$ cat src/rtl/proc_pkg.sv
// rtl/proc_pkg.sv - shared condition codes, PC/branch FSM states and width defaults
package proc_pkg;

    localparam int PC_W_DEFAULT  = 10;
    localparam int LUT_W_DEFAULT = 5;

    // Same encoding as the ALU compare result, so cmp_src latches straight into the flag.
    typedef enum logic [1:0] {
        COND_EQ  = 2'b00,
        COND_BG  = 2'b01,
        COND_BL  = 2'b10,
        COND_BNE = 2'b11
    } cond_t;

    typedef enum logic [1:0] {
        IDLE = 2'b00,
        RUN  = 2'b01,
        HALT = 2'b10
    } pcb_state_t;

    function automatic logic cond_met(input cond_t cond, input logic [1:0] flag);
        logic met;
        case (cond)
            COND_EQ:  met = (flag == 2'b00);
            COND_BG:  met = (flag == 2'b01);
            COND_BL:  met = (flag == 2'b10);
            default:  met = (flag != 2'b00);
        endcase
        return met;
    endfunction

endpackage

$ cat src/rtl/branch_lut.sv
// rtl/branch_lut.sv - branch-target table, one write port and one asynchronous read port
module branch_lut #(
    parameter int PC_W  = 10,
    parameter int LUT_W = 5
) (
    input  logic             clk,
    input  logic             we_i,
    input  logic [LUT_W-1:0] waddr_i,
    input  logic [PC_W-1:0]  wdata_i,
    input  logic [LUT_W-1:0] raddr_i,
    output logic [PC_W-1:0]  rdata_o
);

    // Contents deliberately survive reset; software loads the table while idle.
    logic [PC_W-1:0] mem_q [2**LUT_W];

    always_ff @(posedge clk) begin
        if (we_i) begin
            mem_q[waddr_i] <= wdata_i;
        end
    end

    assign rdata_o = mem_q[raddr_i];

endmodule

$ cat src/rtl/pc_branch_ctrl.sv
// rtl/pc_branch_ctrl.sv - program counter / branch stage after the ALU; BR_LINK_EN adds call/return link register
module pc_branch_ctrl
    import proc_pkg::*;
#(
    parameter int PC_W  = PC_W_DEFAULT,
    parameter int LUT_W = LUT_W_DEFAULT
) (
    input  logic             clk,
    input  logic             reset_n,
    input  logic             start,
    input  logic             halt,
    input  logic             cmp_wr,
    input  logic [1:0]       cmp_src,
    input  logic             carry_wr,
    input  logic             sc_o,
    input  logic             branch_en,
    input  logic [1:0]       br_cond,
    input  logic             br_rel,
    input  logic [LUT_W-1:0] br_idx,
    input  logic             lut_wr,
    input  logic [LUT_W-1:0] lut_addr,
    input  logic [PC_W-1:0]  lut_data,
`ifdef BR_LINK_EN
    input  logic             link_en,
    input  logic             ret,
`endif
    output logic [PC_W-1:0]  prog_ctr,
    output logic             sc_flag,
    output logic             taken,
    output logic             done
);

    localparam logic [PC_W-1:0] PC_ONE = PC_W'(1);

    pcb_state_t      state_q, state_d;
    logic [PC_W-1:0] pc_q, pc_d;
    logic            sc_q, sc_d;
    logic            taken_q, taken_d;
    logic            cmp_valid_q, cmp_valid_d;
    logic [1:0]      cmp_flag_q, cmp_flag_d;
    logic            lut_we;
    logic [PC_W-1:0] lut_rdata;
    logic [PC_W-1:0] br_target;
    logic            br_hit;
    logic            ret_req;
    logic            link_req;
    logic [PC_W-1:0] link_q, link_d;

    branch_lut #(
        .PC_W  (PC_W),
        .LUT_W (LUT_W)
    ) u_lut (
        .clk     (clk),
        .we_i    (lut_we),
        .waddr_i (lut_addr),
        .wdata_i (lut_data),
        .raddr_i (br_idx),
        .rdata_o (lut_rdata)
    );

`ifdef BR_LINK_EN
    assign ret_req  = ret;
    assign link_req = link_en;

    always_ff @(posedge clk) begin
        if (!reset_n) begin
            link_q <= '0;
        end else begin
            link_q <= link_d;
        end
    end
`else
    assign ret_req  = 1'b0;
    assign link_req = 1'b0;
    assign link_q   = '0;
`endif

    // Relative targets are plain modulo-2**PC_W adds: the LUT entry is two's complement.
    assign br_target = br_rel ? (pc_q + lut_rdata) : lut_rdata;
    assign br_hit    = branch_en & cmp_valid_q & cond_met(cond_t'(br_cond), cmp_flag_q);

    always_comb begin
        state_d     = state_q;
        pc_d        = pc_q;
        sc_d        = sc_q;
        taken_d     = 1'b0;
        cmp_valid_d = cmp_valid_q;
        cmp_flag_d  = cmp_flag_q;
        link_d      = link_q;
        lut_we      = 1'b0;
        case (state_q)
            IDLE, HALT: begin
                lut_we = lut_wr && (state_q == IDLE);
                if (start) begin
                    state_d     = RUN;
                    pc_d        = '0;
                    sc_d        = 1'b0;
                    cmp_valid_d = 1'b0;
                    cmp_flag_d  = 2'b00;
                end
            end
            RUN: begin
                // Branch evaluation above uses the pre-update flags.
                if (cmp_wr) begin
                    cmp_flag_d  = cmp_src;
                    cmp_valid_d = 1'b1;
                end
                if (carry_wr) begin
                    sc_d = sc_o;
                end
                if (halt) begin
                    state_d = HALT;
                end else if (ret_req) begin
                    pc_d = link_q;
                end else if (br_hit) begin
                    pc_d    = br_target;
                    taken_d = 1'b1;
                    if (link_req) begin
                        link_d = pc_q + PC_ONE;
                    end
                end else begin
                    pc_d = pc_q + PC_ONE;
                end
            end
            default: begin
                state_d = IDLE;
                pc_d    = '0;
            end
        endcase
    end

    always_ff @(posedge clk) begin
        if (!reset_n) begin
            state_q     <= IDLE;
            pc_q        <= '0;
            sc_q        <= 1'b0;
            taken_q     <= 1'b0;
            cmp_valid_q <= 1'b0;
            cmp_flag_q  <= 2'b00;
        end else begin
            state_q     <= state_d;
            pc_q        <= pc_d;
            sc_q        <= sc_d;
            taken_q     <= taken_d;
            cmp_valid_q <= cmp_valid_d;
            cmp_flag_q  <= cmp_flag_d;
        end
    end

    assign prog_ctr = pc_q;
    assign sc_flag  = sc_q;
    assign taken    = taken_q;
    assign done     = (state_q == HALT);

endmodule
$ cat config.mk
export PLATFORM = sky130hd
export DESIGN_NAME = pc_branch_ctrl
export DESIGN_NICKNAME = d
export VERILOG_FILES = /design/src/rtl/proc_pkg.sv /design/src/rtl/branch_lut.sv /design/src/rtl/pc_branch_ctrl.sv
export SDC_FILE = /design/constraint.sdc
export NUM_CORES = 1
export LEC_CHECK = 0
export CAP_MARGIN = 30
export CORE_ASPECT_RATIO = 0.7
export CORE_UTILIZATION = 45
export CTS_CLUSTER_SIZE = 14
export DETAILED_ROUTE_END_ITERATION = 10
export DONT_BUFFER_PORTS = 1
export GPL_TIMING_DRIVEN = 0
export MAX_ROUTING_LAYER = met4
export PLACE_DENSITY_LB_ADDON = 0.2
export SLEW_MARGIN = 5
export SYNTH_ARGS = -nofsm -noshare
export SYNTH_HDL_FRONTEND = slang
export SYNTH_SLANG_ARGS = --single-unit
$ cat constraint.sdc
create_clock -name clk -period 11.6 [get_ports clk]
set_clock_uncertainty 0.15 [all_clocks]
set_input_delay 2.32 -clock clk [delete_from_list [all_inputs] [get_ports clk]]
set_output_delay 2.32 -clock clk [all_outputs]
set_load 0.01 [all_outputs]
## Yosys cells after proc, flatten, opt, wreduce, memory -nomap -nowiden

Memories as Yosys holds them, arrays and structs flattened.
Index checks and enable logic that the tools add are counted.
Widths: inputs -> output; s select.

- Register bits: 17
- Input bits: 34
- Bits in latches: 0
- Memory bits (read-only): 0
- Bits in writable memories: 320
- Word-level logic and storage cells: 57
- Output and inout bits: 13
- Memories kept: 1

- Add/subtract/negate cells: 2
- Reduce and logical (&&, ||, !) cells: 12
- Div/mod/pow operators: 0
- Multiply operators: 0
- Bitwise gates (word level): 4
- Multiplexer cells: 21
- Magnitude comparators: 0
- Shift-type cells: 0
- Equality and inequality tests: 11

Memories:

| name | words | bits a word | rd ports | clocked after Yosys merged registers in | wr ports | RTL line | text |
|---|---|---|---|---|---|---|---|
| u_lut.mem_q | 32 | 10 | 1 | 0 | 1 | branch_lut.sv:15 | `logic [PC_W-1:0] mem_q [2**LUT_W];` |

Operators by type and width:

| kind | number |
|---|---|
| $mux 10 | 4 |
| $pmux 10 s2 | 1 |
| $add 10x1->10 const B | 1 |
| $add 10x10->10 | 1 |
| $ne 2x2->1 const B | 5 |
| $mux 2 | 4 |
| $pmux 2 s2 | 2 |
| $mux 1 | 7 |
| $eq 2x1->1 const B | 3 |
| $eq 2x2->1 const B | 3 |
| $logic_not 2->1 | 3 |
| $reduce_and 3->1 | 2 |
| $pmux 1 s2 | 2 |
| $reduce_and 2->1 | 2 |
| $reduce_bool 2->1 | 2 |
| $pmux 1 s3 | 1 |
| $reduce_or 3->1 | 1 |
| $and 1x1->1 | 2 |
| $not 1->1 | 2 |
| $reduce_or 2->1 | 1 |
| $logic_and 1x1->1 | 1 |

## Logic depth before layout (Yosys ltp)

Gate-level depths: netlist of the first run.

- Word-level depth: 6
- Mapped depth: 16
- Mapped depth without buffers: 13

## Hierarchy

From an unflattened synthesis of the first run, not the netlist that was laid out.

- Cells, all modules: 916
- Area total of the unflattened synthesis: 14,302.5 um2

Modules (own cells, without submodules):

| module | times used | cells an instance | area each (um2) | sequential area each (um2) |
|---|---|---|---|---|
| branch_lut | 1 | 723 | 12,793.5 | 9,609.2 |
| pc_branch_ctrl | 1 | 193 | 1,508.9 | 340.3 |

## Worst setup path before layout of the first run

No wires, ideal clock.

- Path type: in2reg
- Start point: input port br_idx[1]
- End point: register pc_q[9], in the netlist prog_ctr[9]
- Data required time: 11.312 ns
- Cell stages on the path: 14
- Path buffers: 3
- Path slack: 5.717 ns
- Setup time: 0.138 ns
- Data arrival time: 5.595 ns
- Cells stage by stage: buf_2 -> buf_2 -> buf_1 -> mux4_2 -> mux4_2 -> mux2_2 -> ha_1 -> a211o_1 -> a21boi_0 -> o21bai_1 -> o21bai_1 -> mux2i_1 -> xnor2_1 -> o221ai_1

- Word-level cells in the longest chain between the ends: 6

Ends and longest elaborated chain:

| what | RTL line | text |
|---|---|---|
| start, declared | pc_branch_ctrl.sv:19 | `input logic [LUT_W-1:0] br_idx,` |
| $mem_v2 32x10 * | - |  |
| $add 10x10->10 | pc_branch_ctrl.sv:79 | `assign br_target = br_rel ? (pc_q + lut_rdata) : lut_rdata;` |
| $mux 10 * | pc_branch_ctrl.sv:79 |  |
| $mux 10 * | pc_branch_ctrl.sv:115 | `end else if (br_hit) begin` |
| $mux 10 * | pc_branch_ctrl.sv:111 | `if (halt) begin` |
| $pmux 10 s2 * | pc_branch_ctrl.sv:91 | `case (state_q)` |
| end signal, assigned | pc_branch_ctrl.sv:142 | `pc_q <= pc_d;` |
| end, declared | pc_branch_ctrl.sv:36 | `logic [PC_W-1:0] pc_q, pc_d;` |

Mark *: on every way between the ends. The rest lies on a longest branch, timed or not. The select of a mux whose other input is x is not followed.
A chain may end at the register's enable or synchronous reset.

## Worst setup path after layout of the first run

- Start point: input port br_idx[1]
- End point: register pc_q[8], in the netlist prog_ctr[8]

Same word-level chain as after synthesis.

==> results.ini, run 1 <==
[yosys]
yosysWarnings = 0
syn-num-nets = 732
synth_edf_count = 320
synth_top_area_cell = edfxtp_1
synth_area_sq_um = 13680
synth_ff_type = edfxtp_1
yosysSeqAreaShare = 0.7271
synthCells = 684
synth_top_area_share = 0.7022
netlist_top_cells_area = edfxtp_1, mux4_2, dfxtp_1
synth_area_per_cell_sq_um = 20.01
synthArstFlopShare = 0
yosysMostFrequentCell = edfxtp_1
synth-seq-cells = 337
netlist_top_cells_count = edfxtp_1, mux4_2, nor2_1
yosysUniqueCellTypes = 47

[floorplan]
die_area_sq_um = 31120
die_width_um = 210.4
start_util = 0.4565
core-area_sq_um = 29970
ios = 47
die_height_um = 147.9
num_rows = 53

[clock_network]
cts_root_buf = clkbuf_16
cts_sinks = 337
cts_hold_buf = 0
cts-resized-gates = 0
cts_tree = built
cts_buffers = 31
post-cts-setup-buffer-count = 0
h-tree-depth = 1
clkTransAtPathRegs_ps = 70
cts_buffer_depth = 3
clk_latency_ps = 560

[route]
wl_met1_um = 14210
drcViolationCount = 0
wl_um = 31810
wl_met2_um = 14110
drt-initial-drc-count = 808
routed_via_density = 5.910
met3_length_um = 2581
routed.top_layer = met4
vias = 6998
ant_nets = 0
dr.pass1.iters = 5
drt-wirelength-per-cell_um = 26.86

[placed_design]
gp_congestion = 0.8484
io_buffers = 0
place_area_sq_um = 14540
hpwlAfterDp_um = 21840

[worst_setup_path]
worstSetupEndpointType = flip-flop
crit_fanout = 10
crit_required_ps = 11880
cpPeakStageDelay_ps = 670
crit_type = in2reg
path_cells = buf_2 -> buf_2 -> clkbuf_1 -> mux4_2 -> mux4_2 -> mux2_2 -> ha_1 -> inv_1 -> fa_1 -> nor2b_1 -> o21ai_0 -> a21oi_1 -> o41ai_1 -> xnor2_1 -> mux2i_1 -> o21ai_1
arrival_ps = 6480
start_kind = input pin
cp_slowest_cell = clkbuf_1

[worst_hold_path]
holdCritPathClass = reg2reg

[power_and_ir_drop]
swShare = 0.2056
ir_drop_v = 0.0001287
switchingPower_uw = 501.3
power_per_cell_area_nw_per_um2 = 157.4
seq_power_share = 0.553
leakage_nw = 4.934
power.share.clock = 0.391
p_comb_frac = 0.056
intPower_mw = 1.937

[global_routing]
track_usage = 0.2164
overflow = 0
grt_max_degree = 33
antenna_found_initial = 0
first_global_vias = 7041
grt_first_pass_wirelength_um = 46240

[timing]
slew_violations = 0
hold_viol = 0
fin_crit_ps = 6199
period_share = 0.5344
setup-tns-final_ps = 0
relSlewSlack = 0.3661
whs_ps = 313.8
rsz0062_at_grt = no
worstMarginPinSlew_ps = 949.8
timing.fmax_ghz = 0.1613
finalSetupViolCount = 0

[finish]
fillCellCount = 2355
final_cell_area_sq_um = 15490
num_antenna_cells = 0
drive_above_1_share = 0.2565
layout.nets = 796
syn_to_final_growth_pct = 13.20

[run]
maxCapViolCount = 0

[run_status]
status = finished, final reports clean

[through the flow]
stage,setup WS [ps],util,total power [mW],std cells
final,5401,0.5168,2.439,1184
after global routing,5192,0.5168,2.515,1184
after CTS,5422,0.5162,2.460,1181
after detailed placement,4852,0.4849,1.510,1124
after global placement,4892,0.4737,1.502,1096
after floorplan,5717,-,1.468,684
[final timing paths]
check / from / endpoint / slack (ps) / cells after the start
worst min-delay path: cmp_valid_q / cmp_valid_q / 310 / 2
worst min register to register: cmp_valid_q / cmp_valid_q / 310 / 2
worst max register to register: u_lut.mem_q[31][1] / prog_ctr[9] / 7870 / 11
worst max-delay path: br_idx[1] / prog_ctr[8] / 5400 / 16
[state kept, by name, indices dropped and copies added (netlist names)]
name / flops
u_lut.mem_q: 320
prog_ctr: 10
cmp_flag_q: 2
state_q: 2
cmp_valid_q: 1
sc_flag: 1
taken: 1
[per-layer routing]
metal / track usage / up-vias
met5: - / -
met4: 0.06014 / 0
met3: 0.04780 / 62
met2: 0.3116 / 307
met1: 0.3127 / 3663
li1: - / 2966
[final cells by class]
cell class,instances,area (sq um),area share
plain buffers,28,138.9,0.008965
clock buffers,40,809.5,0.05226
clock inverters,17,126.4,0.008158
inverters,9,33.78,0.002181
multi-input cells,310,3582,0.2312
flip-flops and latches,337,9950,0.6423
well taps,412,515.5,0.03328
repair buffers,31,335.3,0.02165
[critical path: cells and delay by family]
family | cells | cell delay, ps
muxes | 4 | 1440
buffers and inverters | 4 | 1290
xor gates and xnor gates | 1 | 100
AOI/OAI and AO/OA | 4 | 800
adders and majority gates | 2 | 440
and+or+nand+nor | 1 | 70
[power groups by stage]
| stage | combinational, mW | clock, mW | sequential, mW |
|---|---|---|---|
| finish | 0.137 | 0.954 | 1.35 |
| global route | 0.147 | 1.02 | 1.35 |
| CTS | 0.137 | 0.975 | 1.35 |
| detailed placement | 0.136 | 0 | 1.37 |
| global placement | 0.129 | 0 | 1.37 |
| floorplan | 0.0964 | 0 | 1.37 |
[kinds of logic (layout without fill, tap and decap cells)]
kind of cell	Yosys count	after routing	share of synthesized area
muxes	116	116	0.1736
AOI/OAI and AO/OA	62	62	0.02844
and+or+nand+nor	111	111	0.04041
DFF	337	337	0.7271
buffers and inverters	37	125	0.01262
adders and majority gates	14	14	0.01335
xor gates and xnor gates	7	7	0.004480
[cells in the final DEF (no fill, tap or decap), types with 3 or more instances in the layout]
cell / n
a21oi_1: 17
o21ai_1: 8
buf_6: 26
mux2_2: 11
buf_4: 7
edfxtp_1: 320
a211o_1: 3
nor2b_1: 7
clkbuf_1: 21
buf_1: 5
clkinv_2: 5
nand2_1: 14
nor3b_1: 4
nand3_1: 11
mux4_2: 96
nand2b_1: 6
and3_1: 4
inv_1: 9
clkbuf_16: 31
ha_1: 13
nor2_1: 38
mux2i_1: 9
dfxtp_1: 17
nand3b_1: 6
xnor2_1: 7
nor2_2: 8
o21a_1: 4
clkinv_1: 9
buf_2: 7
nand4_1: 3
a221o_1: 3
o21ai_0: 12
(Power assumes the default switching activity.)
==> run 2: changes to the inputs <==
- clock period: 11.6 -> 5 ns (I/O delays scaled with it)
==> run 2 against run 1 <==
Clock power is 130% higher. Clock-buffer cell count is the same. Non-clock buffer count unchanged. Utilization barely moved. Register-to-register slack lost 6600 ps. Cell area about the same. Die area did not move. Sequential share of layout area is essentially flat. Combinational power is 130% higher. First-iteration DRC count up 0.37%. Cell count unchanged. Sequential power grew 130%. Critical path type unchanged. Critical endpoint unchanged. Highest routed layer unchanged.
==> results.ini, run 2 (synthesis results as in run 1) <==
[route]
wl_um = 31840  ; +0.10%
drt-initial-drc-count = 811  ; +0.37%
dr.pass1.iters = 5  ; unchanged
ant_nets = 0  ; unchanged
drt-wirelength-per-cell_um = 26.89  ; +0.10%
routed_via_density = 5.934  ; +0.40%
drcViolationCount = 0  ; unchanged
vias = 7026  ; +0.40%

[timing]
rsz0062_at_grt = yes
fin_crit_ps = 4804
worstMarginPinSlew_ps = 953.6  ; +3.832 ps
whs_ps = 313.8  ; -0.009000 ps
period_share = 0.9609
layout_setup_ws_ps = 195.7  ; -5205 ps
slew_violations = 0  ; unchanged
hold_viol = 0  ; unchanged
relSlewSlack = 0.3636  ; -0.002557
finalSetupViolCount = 0  ; unchanged
timing.fmax_ghz = 0.2081

[worst_setup_path]
regToRegSetupSlack_ps = 1270  ; -6600 ps
worstSetupEndpointType = flip-flop
crit_required_ps = 5280  ; -6600 ps
rr_startpoint = u_lut.mem_q[31][1]
critPathCapture = prog_ctr[8]
reg2reg_depth = 11  ; unchanged
crit_type = in2reg
start_kind = input pin
r2r_end = prog_ctr[9]
arrival_ps = 5090  ; -1390 ps
critPathLaunch = br_idx[1]
crit_fanout = 10  ; unchanged

[finish]
fillCellCount = 2354  ; -0.042%
regArea_sq_um = 9950  ; unchanged
num_antenna_cells = 0  ; unchanged
top_register = u_lut.mem_q
layout.nets = 796  ; unchanged
largest_register_ffs = 320  ; unchanged
multi_input_area_sq_um = 3582  ; unchanged
syn_to_final_growth_pct = 13.23  ; about the same
drive_above_1_share = 0.2604  ; +0.003886
final_common_cell = edfxtp_1
final_cell_mix = edfxtp_1, mux4_2, nor2_1

[floorplan]
core-area_sq_um = 29970  ; unchanged
die_width_um = 210.4  ; unchanged
die_height_um = 147.9  ; unchanged
start_util = 0.4565  ; unchanged
die_area_sq_um = 31120  ; unchanged
num_rows = 53  ; unchanged
ios = 47  ; unchanged

[clock_network]
cts_buffers = 31  ; unchanged
cts_buffer_depth = 3  ; unchanged
clkTransAtPathRegs_ps = 70  ; about the same
clk_latency_ps = 560  ; about the same
cts_root_buf = clkbuf_16
cts_sinks = 337  ; unchanged
cts_hold_buf = 0  ; unchanged
h-tree-depth = 1  ; unchanged
cts_tree = built
post-cts-setup-buffer-count = 0  ; unchanged

[power_and_ir_drop]
ir_drop_v = 0.0002984  ; +130%
intPower_mw = 4.495  ; +130%
power_per_cell_area_nw_per_um2 = 365.1  ; +130%
p_comb_frac = 0.056  ; about the same
power.total_mw = 5.656  ; +130%
power.share.clock = 0.391  ; about the same
swShare = 0.2054  ; about the same
leakage_nw = 4.943  ; +0.18%
seq_power_share = 0.553  ; about the same
switchingPower_mw = 1.162  ; +130%

[placed_design]
io_buffers = 0  ; unchanged
gp_congestion = 0.8484  ; unchanged
dpl_worst_slack_ps = -428.0  ; -5280 ps
hpwlAfterDp_um = 21840  ; unchanged

[run_status]
status = finished, final reports clean

[global_routing]
grt_max_degree = 33  ; unchanged
overflow = 0  ; unchanged
grt_first_pass_wirelength_um = 46240  ; unchanged
antenna_found_initial = 0  ; unchanged
first_global_vias = 7041  ; unchanged
track_usage = 0.2164  ; unchanged

[run]
maxCapViolCount = 0  ; unchanged

[worst_hold_path]
holdCritPathClass = reg2reg

[run 2: power by group through the flow]
stage                     Combinational [mW]  Clock (mW)  Sequential (mW)
final                                  0.318        2.21             3.13
after global placement                 0.299           0             3.19
after floorplan                        0.224           0             3.18
after CTS                              0.318        2.26             3.13
after global routing                   0.341        2.37             3.13
after detailed placement               0.316           0             3.19
[run 2: metal layers]
metal  GRT usage  up-vias  wire length (um)
met5           -        -                 0
met2      0.3116      301             14130
li1            -     2962                 -
met3     0.04780       66              2596
met1      0.3127     3697             14200
met4     0.06014        0               919
[run 2: through the flow]
stage	util	instance area [sq um]	TNS [ps]	std cells
floorplan	-	13680	0	684
global placement	0.4737	14200	-947.5	1096
detailed placement	0.4849	14540	-1288	1124
CTS	0.5162	15470	0	1181
global route	0.5169	15490	-43.29	1184
finish	0.5169	15490	0	1184
[run 2: worst min-delay path by stage]
stage           startpoint           endpoint  depth (start not counted)
2_1_floorplan  cmp_valid_q        cmp_valid_q                          2
3_3_place_gp   cmp_valid_q        cmp_valid_q                          2
3_5_place_dp   cmp_valid_q        cmp_valid_q                          2
4_1_cts        cmp_valid_q        cmp_valid_q                          2
5_1_grt        lut_data[7]  u_lut.mem_q[4][7]                          0
6_report       cmp_valid_q        cmp_valid_q                          2
[run 2: final cells by class]
cell class | instances | area share
Buffer | 28 | 0.009205
Inverter | 9 | 0.002180
Multi-Input combinational cell | 310 | 0.2312
Timing Repair Buffer | 31 | 0.02164
Clock buffer | 40 | 0.05224
Clock inverter | 17 | 0.008156
Sequential cell | 337 | 0.6421
Tap cell | 412 | 0.03327
[run 2: worst max-delay path, cell delays in order]
cell and delay [ps]:
buf_2 160, buf_2 360, clkbuf_1 560, mux4_2 460
mux4_2 520, mux2_2 320, ha_1 230, inv_1 90
fa_1 210, nor2b_1 70, o21ai_0 220, a21oi_1 150
o41ai_1 350, xnor2_1 100, mux2i_1 180, o21ai_1 80
[run 2: what timing repair did]
| item | CTS | global route |
|---|---|---|
| endpoints found under the setup margin | 0 | 2 |
| endpoints found under the hold margin | 0 | 0 |
| resized for setup | 0 | 5 |
==> run 3: changes to the inputs <==
- CORE_UTILIZATION: 45 -> 55
==> run 3 against run 2 <==
Register-to-register slack barely moved. Combinational power about the same. Worst setup slack improved by 160 ps. Utilization grew 12 points. Hold slack gained 43 ps. Clock power about the same. Maximum frequency up 3.5%. Routed wire length decreased by 0.72%. Non-clock buffer count down 4. Critical path type unchanged. Cell count shrank 8.4%.
==> results.ini, run 3 (synthesis results as in run 1) <==
[timing]
hold_viol = 0  ; unchanged
fin_crit_ps = 4641  ; -163.6 ps
rsz0062_at_grt = no
timing.fmax_ghz = 0.2155  ; +3.5%
slew_violations = 0  ; unchanged
finalSetupViolCount = 0  ; unchanged
worstMarginPinSlew_ps = 991.5  ; +37.88 ps
period_share = 0.9281  ; -0.03272
relSlewSlack = 0.3383  ; -0.02528

[placed_design]
placedCellCount = 1029  ; -8.5%
io_buffers = 0  ; unchanged
place_area_sq_um = 14390  ; -1.0%
hpwlAfterDp_um = 20960  ; -4.0%
gp_congestion = 0.8846  ; +4.3%

[clock_network]
h-tree-depth = 1  ; unchanged
cts_buffer_depth = 3  ; unchanged
post-cts-setup-buffer-count = 0  ; unchanged
cts_buffers = 31  ; unchanged
clkTransAtPathRegs_ps = 70  ; about the same
cts_sinks = 337  ; unchanged
clk_latency_ps = 580  ; +20 ps
cts_root_buf = clkbuf_16
cts_tree = built

[power_and_ir_drop]
power.total_mw = 5.680  ; +0.42%
ir_drop_v = 0.0003421  ; +15%
intPower_mw = 4.490  ; -0.11%
leakage_nw = 4.926  ; -0.34%
power_per_cell_area_nw_per_um2 = 370.6  ; +1.5%
p_comb_frac = 0.056  ; about the same
seq_power_share = 0.550  ; -0.003
swShare = 0.2096  ; +0.004177
switchingPower_mw = 1.191  ; +2.5%
power.share.clock = 0.394  ; +0.003

[floorplan]
ios = 47  ; unchanged
die_width_um = 190.5  ; -9.5%
die_height_um = 134.0  ; -9.4%
num_rows = 47  ; -11%
die_area_sq_um = 25530  ; -18%
core-area_sq_um = 24050  ; -20%
start_util = 0.5690  ; +0.1124

[worst_setup_path]
path_cells = buf_2 -> buf_2 -> clkbuf_2 -> mux4_2 -> mux4_2 -> mux2_2 -> ha_1 -> a211o_1 -> a21boi_0 -> o21bai_1 -> o21bai_1 -> mux2i_1 -> xnor2_1 -> o221ai_1
worstSetupEndpointType = flip-flop
start_kind = input pin
r2r_end = prog_ctr[9]
regToRegSetupSlack_ps = 1270  ; about the same
arrival_ps = 4930  ; -160 ps
crit_required_ps = 5290  ; about the same
crit_type = in2reg
reg2reg_depth = 11  ; unchanged
rr_startpoint = u_lut.mem_q[31][1]
critPathLaunch = br_idx[1]
cpPeakStageDelay_ps = 540  ; -20 ps
crit_fanout = 10  ; unchanged
cp_slowest_cell = mux4_2
critPathCapture = prog_ctr[9]

[global_routing]
grt_max_degree = 33  ; unchanged
track_usage = 0.2674  ; +0.05100
overflow = 0  ; unchanged
antenna_found_initial = 0  ; unchanged
first_global_vias = 7157  ; +1.6%
grt_first_pass_wirelength_um = 46520  ; +0.60%

[finish]
final_common_cell = edfxtp_1
drive_above_1_share = 0.2546  ; -0.005794
largest_register_ffs = 320  ; unchanged
final_cells = 1084  ; -8.4%
fillCellCount = 1589  ; -32%
final_cell_area_sq_um = 15330  ; -1.1%
layout.nets = 792  ; -0.50%
num_antenna_cells = 0  ; unchanged
final_cell_mix = edfxtp_1, mux4_2, nor2_1
syn_to_final_growth_pct = 12.00
top_register = u_lut.mem_q

[route]
wl_um = 31610  ; -0.72%
drt-initial-drc-count = 941  ; +16%
drt-wirelength-per-cell_um = 29.16  ; +8.4%
vias = 7149  ; +1.8%
dr.pass1.iters = 6  ; +1
drcViolationCount = 0  ; unchanged
ant_nets = 0  ; unchanged
routed_via_density = 6.595  ; +11%

[run]
maxCapViolCount = 0  ; unchanged

[run_status]
status = finished, final reports clean

[worst_hold_path]
holdCritPathClass = reg2reg

run 3: cell count changes in the layout (fill, tap and decap cells not counted), moves of 2 or more:
cell,before,now
buf_6,26,23
clkinv_1,9,11
nor2_2,8,6
clkinv_2,5,3
clkbuf_1,19,15
nor2_1,38,40
run 3: power groups by stage:
stage               Sequential (mW)  Clock, mW  Combinational, mW
finish                         3.13       2.24              0.317
global route                   3.13       2.35              0.341
CTS                            3.13       2.25              0.319
detailed placement             3.19          0              0.314
global placement               3.19          0              0.295
floorplan                      3.18          0              0.224
run 3: critical path: cells and delay by family:
family	cells	cell delay (ps)
compound gates	5	1010
xor+xnor	1	150
fa+ha+maj	1	300
buf+inv	3	950
mux	4	1510
run 3: worst min path at each step:
stage	start	endpoint	slack, ps	depth (start not counted)
3_3_place_gp	cmp_valid_q	cmp_valid_q	290	2
3_5_place_dp	cmp_valid_q	cmp_valid_q	330	2
5_1_grt	lut_data[6]	u_lut.mem_q[19][6]	350	0
2_1_floorplan	cmp_valid_q	cmp_valid_q	290	2
6_report	cmp_valid_q	cmp_valid_q	360	2
4_1_cts	lut_data[1]	u_lut.mem_q[13][1]	350	0
run 3: layout make-up:
| class | count | area [sq um] | share of cell area |
|---|---|---|---|
| tap | 318 | 397.9 | 0.02596 |
| multi-input combinational | 310 | 3577 | 0.2334 |
| inverter | 9 | 33.78 | 0.002204 |
| clock inverter | 18 | 136.4 | 0.008899 |
| timing repair buffer | 27 | 289.0 | 0.01886 |
| buffer | 28 | 143.9 | 0.009389 |
| sequential | 337 | 9950 | 0.6492 |
| clock buffer | 37 | 798.3 | 0.05209 |
run 3: timing repair:
item,4_1_cts,5_1_grt
gates resized for setup,0,7
endpoints found under the setup margin,0,2
hold buffers,0,0
run 3: per-stage QoR:
stage                     hold WS [ps]    util  setup TNS (ps)  worst slack [ps]
final                            356.4  0.6372               0             359.3
after global routing             346.5  0.6372               0             114.8
after CTS                        347.7  0.6370               0             15.46
after detailed placement         328.9  0.5981           -1963            -583.0
after global placement           292.7  0.5855           -1350            -464.7
after floorplan                  286.9       -               0             436.8
run 3: layer usage:
metal	track usage	vias to the layer above	wire length (um)
li1	-	2952	-
met1	0.3787	3762	12900
met2	0.4048	385	14980
met3	0.06122	50	3178
met4	0.05333	0	547
met5	-	-	0
